==> src/rtl/note_player_pkg.sv <==
// note_player_pkg
//   Shared types and default widths for the note player tone stage.
//   state_t    : FSM encoding (IDLE, PLAY, GAP), also exposed for debug.
//   note_cmd_t : one note command as presented by the sequencer.
//   The NP_* widths are the default parameter values. They are also the field
//   widths of note_cmd_t, so the top-level widths must not exceed them.
package note_player_pkg;

  localparam int NP_PERIOD_W = 16;
  localparam int NP_DUR_W    = 12;
  localparam int NP_TPM_W    = 16;
  localparam int NP_GAP_MS   = 1;

  typedef enum logic [1:0] {
    IDLE = 2'd0,
    PLAY = 2'd1,
    GAP  = 2'd2
  } state_t;

  typedef struct packed {
    logic [NP_PERIOD_W-1:0] half_period;
    logic                   rest;
    logic [NP_DUR_W-1:0]    duration_ms;
  } note_cmd_t;

endpackage

==> src/rtl/ms_ticker.sv <==
// ms_ticker
//   Millisecond prescaler. On start it latches the cycles-per-ms value
//   (0 is treated as 1) and clears its count. While enabled it counts
//   0..T-1 and raises ms_tick combinationally during the cycle the count
//   equals T-1, then wraps to 0.
// Ports:
//   clk, rst_n   : clock, synchronous active-low reset
//   start        : clear count and latch tpm
//   clear        : clear count only (keeps latched T)
//   enable       : advance the count
//   tpm          : cycles per ms, sampled on start
//   ms_tick      : one-cycle pulse at the end of each ms
module ms_ticker #(
  parameter int TPM_W = 16
) (
  input  logic             clk,
  input  logic             rst_n,
  input  logic             start,
  input  logic             clear,
  input  logic             enable,
  input  logic [TPM_W-1:0] tpm,
  output logic             ms_tick
);

  localparam logic [TPM_W-1:0] TPM_ONE = TPM_W'(1);

  logic [TPM_W-1:0] t_q;
  logic [TPM_W-1:0] cnt_q;

  assign ms_tick = enable && (cnt_q == (t_q - TPM_ONE));

  always_ff @(posedge clk) begin
    if (!rst_n) begin
      t_q   <= TPM_ONE;
      cnt_q <= '0;
    end else if (start) begin
      t_q   <= (tpm == '0) ? TPM_ONE : tpm;
      cnt_q <= '0;
    end else if (clear) begin
      cnt_q <= '0;
    end else if (enable) begin
      // Reload at the terminal value so the counter never wraps on its own.
      cnt_q <= ms_tick ? '0 : (cnt_q + TPM_ONE);
    end
  end

endmodule

==> src/rtl/note_player.sv <==
// note_player
//   Square-wave tone stage. Accepts one note command, plays it for its
//   duration in ms (tone or silence), then holds a fixed silent gap of
//   GAP_MS ms before returning to IDLE with a one-cycle note_done pulse.
//
//   Handshake: a command transfers on the rising edge where note_valid and
//   note_ready are both high. note_ready depends only on state, rst_n and
//   stop (never on note_valid), so the sequencer may hold note_valid high
//   and the next command is taken in the note_done cycle without a bubble.
//
// Ports:
//   clk, rst_n        : clock, synchronous active-low reset
//   ticks_per_milli   : clk cycles per ms, latched on accept (0 -> 1)
//   note_valid/ready  : command handshake
//   note_half_period  : tone half period in cycles (0 -> silent)
//   note_rest         : silent note
//   note_duration_ms  : note length in ms (0 -> immediate note_done)
//   stop              : synchronous abort, also blocks acceptance
//   sound             : speaker drive (registered)
//   playing           : high in PLAY and GAP (registered)
//   note_done         : completion pulse (registered)
//   fsm_state         : current FSM state, for debug/observation
module note_player
  import note_player_pkg::*;
#(
  parameter int PERIOD_W = NP_PERIOD_W,
  parameter int DUR_W    = NP_DUR_W,
  parameter int TPM_W    = NP_TPM_W,
  parameter int GAP_MS   = NP_GAP_MS
) (
  input  logic                clk,
  input  logic                rst_n,
  input  logic [TPM_W-1:0]    ticks_per_milli,
  input  logic                note_valid,
  output logic                note_ready,
  input  logic [PERIOD_W-1:0] note_half_period,
  input  logic                note_rest,
  input  logic [DUR_W-1:0]    note_duration_ms,
  input  logic                stop,
  output logic                sound,
  output logic                playing,
  output logic                note_done,
  output state_t              fsm_state
);

  localparam logic [PERIOD_W-1:0] PERIOD_ONE = PERIOD_W'(1);
  localparam logic [DUR_W-1:0]    DUR_ONE    = DUR_W'(1);
  localparam logic [DUR_W-1:0]    GAP_LOAD   = DUR_W'(GAP_MS);

  state_t              state_q, state_d;
  logic [PERIOD_W-1:0] hp_q, hp_d;
  logic                rest_q, rest_d;
  logic [PERIOD_W-1:0] hp_cnt_q, hp_cnt_d;
  logic [DUR_W-1:0]    dur_cnt_q, dur_cnt_d;
  logic                sound_d;
  logic                done_d;
  logic                tick_start;
  logic                tick_clear;
  logic                ms_tick;
  logic                accept;
  logic                tone_on;
  note_cmd_t           cmd_in;

  assign cmd_in = '{
    half_period: NP_PERIOD_W'(note_half_period),
    rest:        note_rest,
    duration_ms: NP_DUR_W'(note_duration_ms)
  };

  assign note_ready = (state_q == IDLE) && rst_n && !stop;
  assign accept     = note_valid && note_ready;
  assign tone_on    = (hp_q != '0) && !rest_q;
  assign fsm_state  = state_q;

  ms_ticker #(
    .TPM_W (TPM_W)
  ) u_ms_ticker (
    .clk     (clk),
    .rst_n   (rst_n),
    .start   (tick_start),
    .clear   (tick_clear),
    .enable  (state_q != IDLE),
    .tpm     (ticks_per_milli),
    .ms_tick (ms_tick)
  );

  always_comb begin
    state_d    = state_q;
    hp_d       = hp_q;
    rest_d     = rest_q;
    hp_cnt_d   = hp_cnt_q;
    dur_cnt_d  = dur_cnt_q;
    sound_d    = sound;
    done_d     = 1'b0;
    tick_start = 1'b0;
    tick_clear = 1'b0;

    case (state_q)
      IDLE: begin
        sound_d = 1'b0;
        if (accept) begin
          tick_start = 1'b1;
          hp_d       = PERIOD_W'(cmd_in.half_period);
          rest_d     = cmd_in.rest;
          hp_cnt_d   = '0;
          dur_cnt_d  = DUR_W'(cmd_in.duration_ms);
          if (cmd_in.duration_ms == '0) begin
            // Zero-length note: nothing to play, just report completion.
            done_d = 1'b1;
          end else begin
            state_d = PLAY;
            sound_d = (cmd_in.half_period != '0) && !cmd_in.rest;
          end
        end
      end

      PLAY: begin
        if (stop) begin
          state_d = IDLE;
          sound_d = 1'b0;
        end else if (ms_tick && (dur_cnt_q == DUR_ONE)) begin
          sound_d  = 1'b0;
          hp_cnt_d = '0;
          if (GAP_MS == 0) begin
            state_d = IDLE;
            done_d  = 1'b1;
          end else begin
            state_d    = GAP;
            dur_cnt_d  = GAP_LOAD;
            tick_clear = 1'b1;
          end
        end else begin
          if (ms_tick) begin
            dur_cnt_d = dur_cnt_q - DUR_ONE;
          end
          if (!tone_on) begin
            sound_d  = 1'b0;
            hp_cnt_d = '0;
          end else if (hp_cnt_q == (hp_q - PERIOD_ONE)) begin
            sound_d  = !sound;
            hp_cnt_d = '0;
          end else begin
            hp_cnt_d = hp_cnt_q + PERIOD_ONE;
          end
        end
      end

      GAP: begin
        sound_d = 1'b0;
        if (stop) begin
          state_d = IDLE;
        end else if (ms_tick) begin
          if (dur_cnt_q == DUR_ONE) begin
            state_d = IDLE;
            done_d  = 1'b1;
          end else begin
            dur_cnt_d = dur_cnt_q - DUR_ONE;
          end
        end
      end

      default: begin
        state_d = IDLE;
        sound_d = 1'b0;
      end
    endcase
  end

  always_ff @(posedge clk) begin
    if (!rst_n) begin
      state_q   <= IDLE;
      hp_q      <= '0;
      rest_q    <= 1'b0;
      hp_cnt_q  <= '0;
      dur_cnt_q <= '0;
      sound     <= 1'b0;
      playing   <= 1'b0;
      note_done <= 1'b0;
    end else begin
      state_q   <= state_d;
      hp_q      <= hp_d;
      rest_q    <= rest_d;
      hp_cnt_q  <= hp_cnt_d;
      dur_cnt_q <= dur_cnt_d;
      sound     <= sound_d;
      playing   <= (state_d != IDLE);
      note_done <= done_d;
    end
  end

endmodule

==> config.mk <==
export PLATFORM = sky130hd
export DESIGN_NAME = note_player
export DESIGN_NICKNAME = d
export VERILOG_FILES = /design/src/rtl/note_player_pkg.sv /design/src/rtl/ms_ticker.sv /design/src/rtl/note_player.sv
export SDC_FILE = /design/constraint.sdc
export NUM_CORES = 1
export LEC_CHECK = 0
export CAP_MARGIN = 20
export CORE_ASPECT_RATIO = 1.5
export CORE_UTILIZATION = 53
export DETAILED_ROUTE_END_ITERATION = 7
export PLACE_DENSITY = 0.87
export RECOVER_POWER = 25
export SYNTH_ARGS = -nofsm -noshare
export SYNTH_HDL_FRONTEND = slang
export SYNTH_SLANG_ARGS = --single-unit
==> constraint.sdc <==
create_clock -name clk -period 3.81 [get_ports clk]
set_input_delay 0.5715 -clock clk [delete_from_list [all_inputs] [get_ports clk]]
set_output_delay 0.5715 -clock clk [all_outputs]
set_load 0.01 [all_outputs]
==> impl_metrics.sql <==
INSERT INTO impl_metrics (metric_group, metric, value, unit) VALUES
('outcome', 'outcome', 'finished with violations', ''),
('outcome', 'violated_checks', 'design-rule violations, max-capacitance violations, max-slew violations', ''),
('timing', 'final.min_clock_period', '3.50', 'ns'),
('worst_setup_path', 'critical_path_fanouts_max', '13', ''),
('power', 'irDropWorstVdd', '0.259', 'mV'),
('drt', 'post_drt_via_cell_ratio', '6.51', ''),
('clocking', 'worst_skew_pair.late_latency', '0.34', 'ns'),
('job', 'drv_cap', '1', ''),
('drt', 'wl', '15400', 'microns'),
('drt', 'routed-wl-met3', '823', 'microns'),
('finish', 'postLayoutCoreUtil', '0.640', ''),
('power', 'static-leakage-power', '2.40', 'nW'),
('clocking', 'clk_pin_slew', '0.06', 'ns'),
('worst_setup_path', 'crit_path_top_delay_cell', 'sky130_fd_sc_hd__o32ai_4', ''),
('timing', 'layout_worst_path_cycle_share', '0.920', ''),
('logic_synthesis', 'netlist_instances', '670', ''),
('drt', 'wl_met2', '7930', 'microns'),
('logic_synthesis', 'parity_gate_share_of_the_synthesized_area_counting_xor_and_xnor_cells', '0.0814', ''),
('finish', 'commonest_non_fill_non_tap_cells_in_the_layout', '105 x sky130_fd_sc_hd__nand2_1, 82 x sky130_fd_sc_hd__dfxtp_1, 48 x sky130_fd_sc_hd__clkdlybuf4s50_1', ''),
('logic_synthesis', 'synth_ff_type', 'sky130_fd_sc_hd__dfxtp_1', ''),
('global_routing', 'overflow_left_after_global_routing', '0', ''),
('worst_setup_path', 'worstSetupStartpoint', 'u_ms_ticker.t_q[0]', ''),
('floorplan', 'die_area', '10600', 'sq um'),
('finish', 'area_growth', '16.5', '%'),
('timing', 'report.final.slew_viol_count', '39', ''),
('worst_setup_path', 'start_kind', 'register', ''),
('floorplan', 'initial_core_util', '0.549', ''),
('floorplan', 'floorplan.io_pins', '55', ''),
('logic_synthesis', 'syn-mean-instance-area', '8.03', 'sq um'),
('timing', 'setup_repair_after_global_routing_missed_its_margin', 'false', ''),
('floorplan', 'core_area', '9800', 'sq um'),
('placed_design', 'dpl.cell_count', '811', ''),
('logic_synthesis', 'post_synth_fa_ha_maj_area_fraction', '0.0256', ''),
('drt', 'wire_per_inst', '18.6', 'microns'),
('logic_synthesis', 'synth.ff_latch_count', '82', ''),
('logic_synthesis', 'fraction_of_registers_with_async_set_or_reset_after_synthesis', '0', ''),
('timing', 'timing_worst_slew_pin_value', '1.73', 'ns'),
('logic_synthesis', 'synth.distinct_cells', '80', ''),
('drt', 'drt_iter0_markers', '365', ''),
('clocking', 'cts_setup_buffers', '0', ''),
('logic_synthesis', 'synth_compound_area_frac', '0.205', ''),
('logic_synthesis', 'syn_area', '5380', 'sq um'),
('clocking', 'cts-root-buf', 'sky130_fd_sc_hd__clkbuf_16', ''),
('floorplan', 'placementRows', '44', ''),
('logic_synthesis', 'post_synth_and_or_nand_nor_area_fraction', '0.328', ''),
('clocking', 'post_cts_resized', '0', ''),
('timing', 'max-slew-margin-rel', '-0.156', ''),
('drt', 'drt.antenna.violating_nets', '0', ''),
('worst_setup_path', 'crit_path_end_kind', 'register', ''),
('logic_synthesis', 'synth_edf_count', '0', ''),
('finish', 'finish.instance_area', '6270', 'sq um'),
('worst_setup_path', 'critical_path_arrival', '3.78', 'ns'),
('logic_synthesis', 'synth.net_count', '730', ''),
('worst_setup_path', 'crit_path_cell_trace', 'inv_1, ha_1, nor3b_4, nor2_1, or4b_1, a311oi_4, nand3_2, o32ai_4, and2_4, a32o_1', ''),
('clocking', 'clock_sinks', '82', ''),
('finish', 'most_frequent_standard_cell_in_the_layout_excluding_fill_and_tap_cells', 'sky130_fd_sc_hd__nand2_1', ''),
('floorplan', 'floorplan.die.width', '84.3', 'microns'),
('worst_setup_path', 'family_of_cells_with_the_greatest_summed_delay_on_the_critical_path', 'simple AND/OR/NAND/NOR gates', ''),
('placed_design', 'place.port_buffers', '54', ''),
('placed_design', 'dpl-instance-area', '5950', 'sq um'),
('finish', 'num-nets-final', '767', ''),
('logic_synthesis', 'dominant_combinational_cell_family_by_area_after_synthesis', 'simple AND/OR/NAND/NOR gates', ''),
('clocking', 'total_cts_buffers', '9', ''),
('drt', 'met1_length', '5780', 'microns'),
('finish', 'num_antenna_cells', '0', ''),
('drt', 'drcViolationCount', '2', ''),
('worst_setup_path', 'critPathRequiredTime', '4.08', 'ns'),
('drt', 'route.vias.total', '5381', ''),
('global_routing', 'wire_length_of_the_first_global_routing_pass', '25200', 'microns'),
('hold_path', 'worstHoldStart', 'u_ms_ticker.t_q[15]', ''),
('clocking', 'cts_max_path_buffers', '2', '');
[synth_stat cells (7+ instances only)]
cell type / count / area [sq um]
sky130_fd_sc_hd__nand2_1: 105 / 394
sky130_fd_sc_hd__a31oi_1: 14 / 87.6
sky130_fd_sc_hd__inv_1: 27 / 101
sky130_fd_sc_hd__nand3_1: 46 / 230
sky130_fd_sc_hd__nor4b_1: 7 / 61.3
sky130_fd_sc_hd__xor2_1: 22 / 193
sky130_fd_sc_hd__dfxtp_1: 82 / 1640
sky130_fd_sc_hd__o31ai_1: 8 / 60.1
sky130_fd_sc_hd__nand2b_1: 7 / 43.8
sky130_fd_sc_hd__ha_1: 11 / 138
sky130_fd_sc_hd__nor4_1: 17 / 106
sky130_fd_sc_hd__a21oi_1: 15 / 75.1
sky130_fd_sc_hd__and2_1: 7 / 43.8
sky130_fd_sc_hd__nand4_1: 13 / 81.3
sky130_fd_sc_hd__o21ai_0: 9 / 45.0
sky130_fd_sc_hd__clkbuf_1: 27 / 101
sky130_fd_sc_hd__xnor2_1: 28 / 245
sky130_fd_sc_hd__o211ai_1: 17 / 128
sky130_fd_sc_hd__nor2_1: 43 / 161
sky130_fd_sc_hd__nor3_1: 20 / 100
sky130_fd_sc_hd__and3_1: 21 / 131
[tightest hold or removal path, delay by kind of cell (launching register included)]
kind | cells | cell delay [ns]
flip-flops | 1 | 0.32
AND/OR/NAND/NOR | 2 | 0.11
[worst paths after layout]
kind	depth (start not counted)	slack, ns	to
min	2	0.48	u_ms_ticker.t_q[15]
min reg2reg	2	0.48	u_ms_ticker.t_q[15]
max reg2reg	10	0.31	dur_cnt_q[2]
max	10	0.31	dur_cnt_q[2]
[metrics by stage]
step	power [mW]	setup slack, ns
2_1_floorplan	1.23	0.933
3_3_place_gp	1.36	0.596
3_5_place_dp	1.38	0.393
4_1_cts	2.30	0.370
5_1_grt	2.38	0.0688
6_report	2.30	0.306
[sequential cells by signal, indices dropped and copies added (netlist names)]
name               cells
note_done              1
hp_q                  16
hp_cnt_q              16
u_ms_ticker.t_q       16
rest_q                 1
fsm_state              2
dur_cnt_q             12
u_ms_ticker.cnt_q     16
playing                1
sound                  1
[routing by layer]
metal  up-vias  GRT usage
met5         -          0
met2       227      0.533
met4         0      0.209
met3        61     0.0389
met1      2556      0.316
li1       2537          -
[layout make-up]
cell class                 instances  area [sq um]
timing repair buffer              65           611
clock inverter                     3          45.0
tap                              115           144
fill                             834          3530
multi-input combinational        521          3440
clock buffer                      13           280
sequential                        82          1640
inverter                          28           105
[logic make-up (layout without fill, tap and decap cells)]
group / Yosys count / in the layout
AO/OA/AOI/OAI: 132 / 132
XOR/XNOR: 50 / 50
adder cells (fa/ha/maj): 11 / 11
buffers and inverters: 67 / 109
flip-flops: 82 / 82
AND/OR/NAND/NOR: 328 / 328
[power breakdown]
group	internal, mW	total [mW]	switching, mW
clock	0.579	0.929	0.350
combinational	0.189	0.435	0.246
sequential	0.888	0.934	0.0462
No activity file was read; power rests on OpenSTA's default activity.
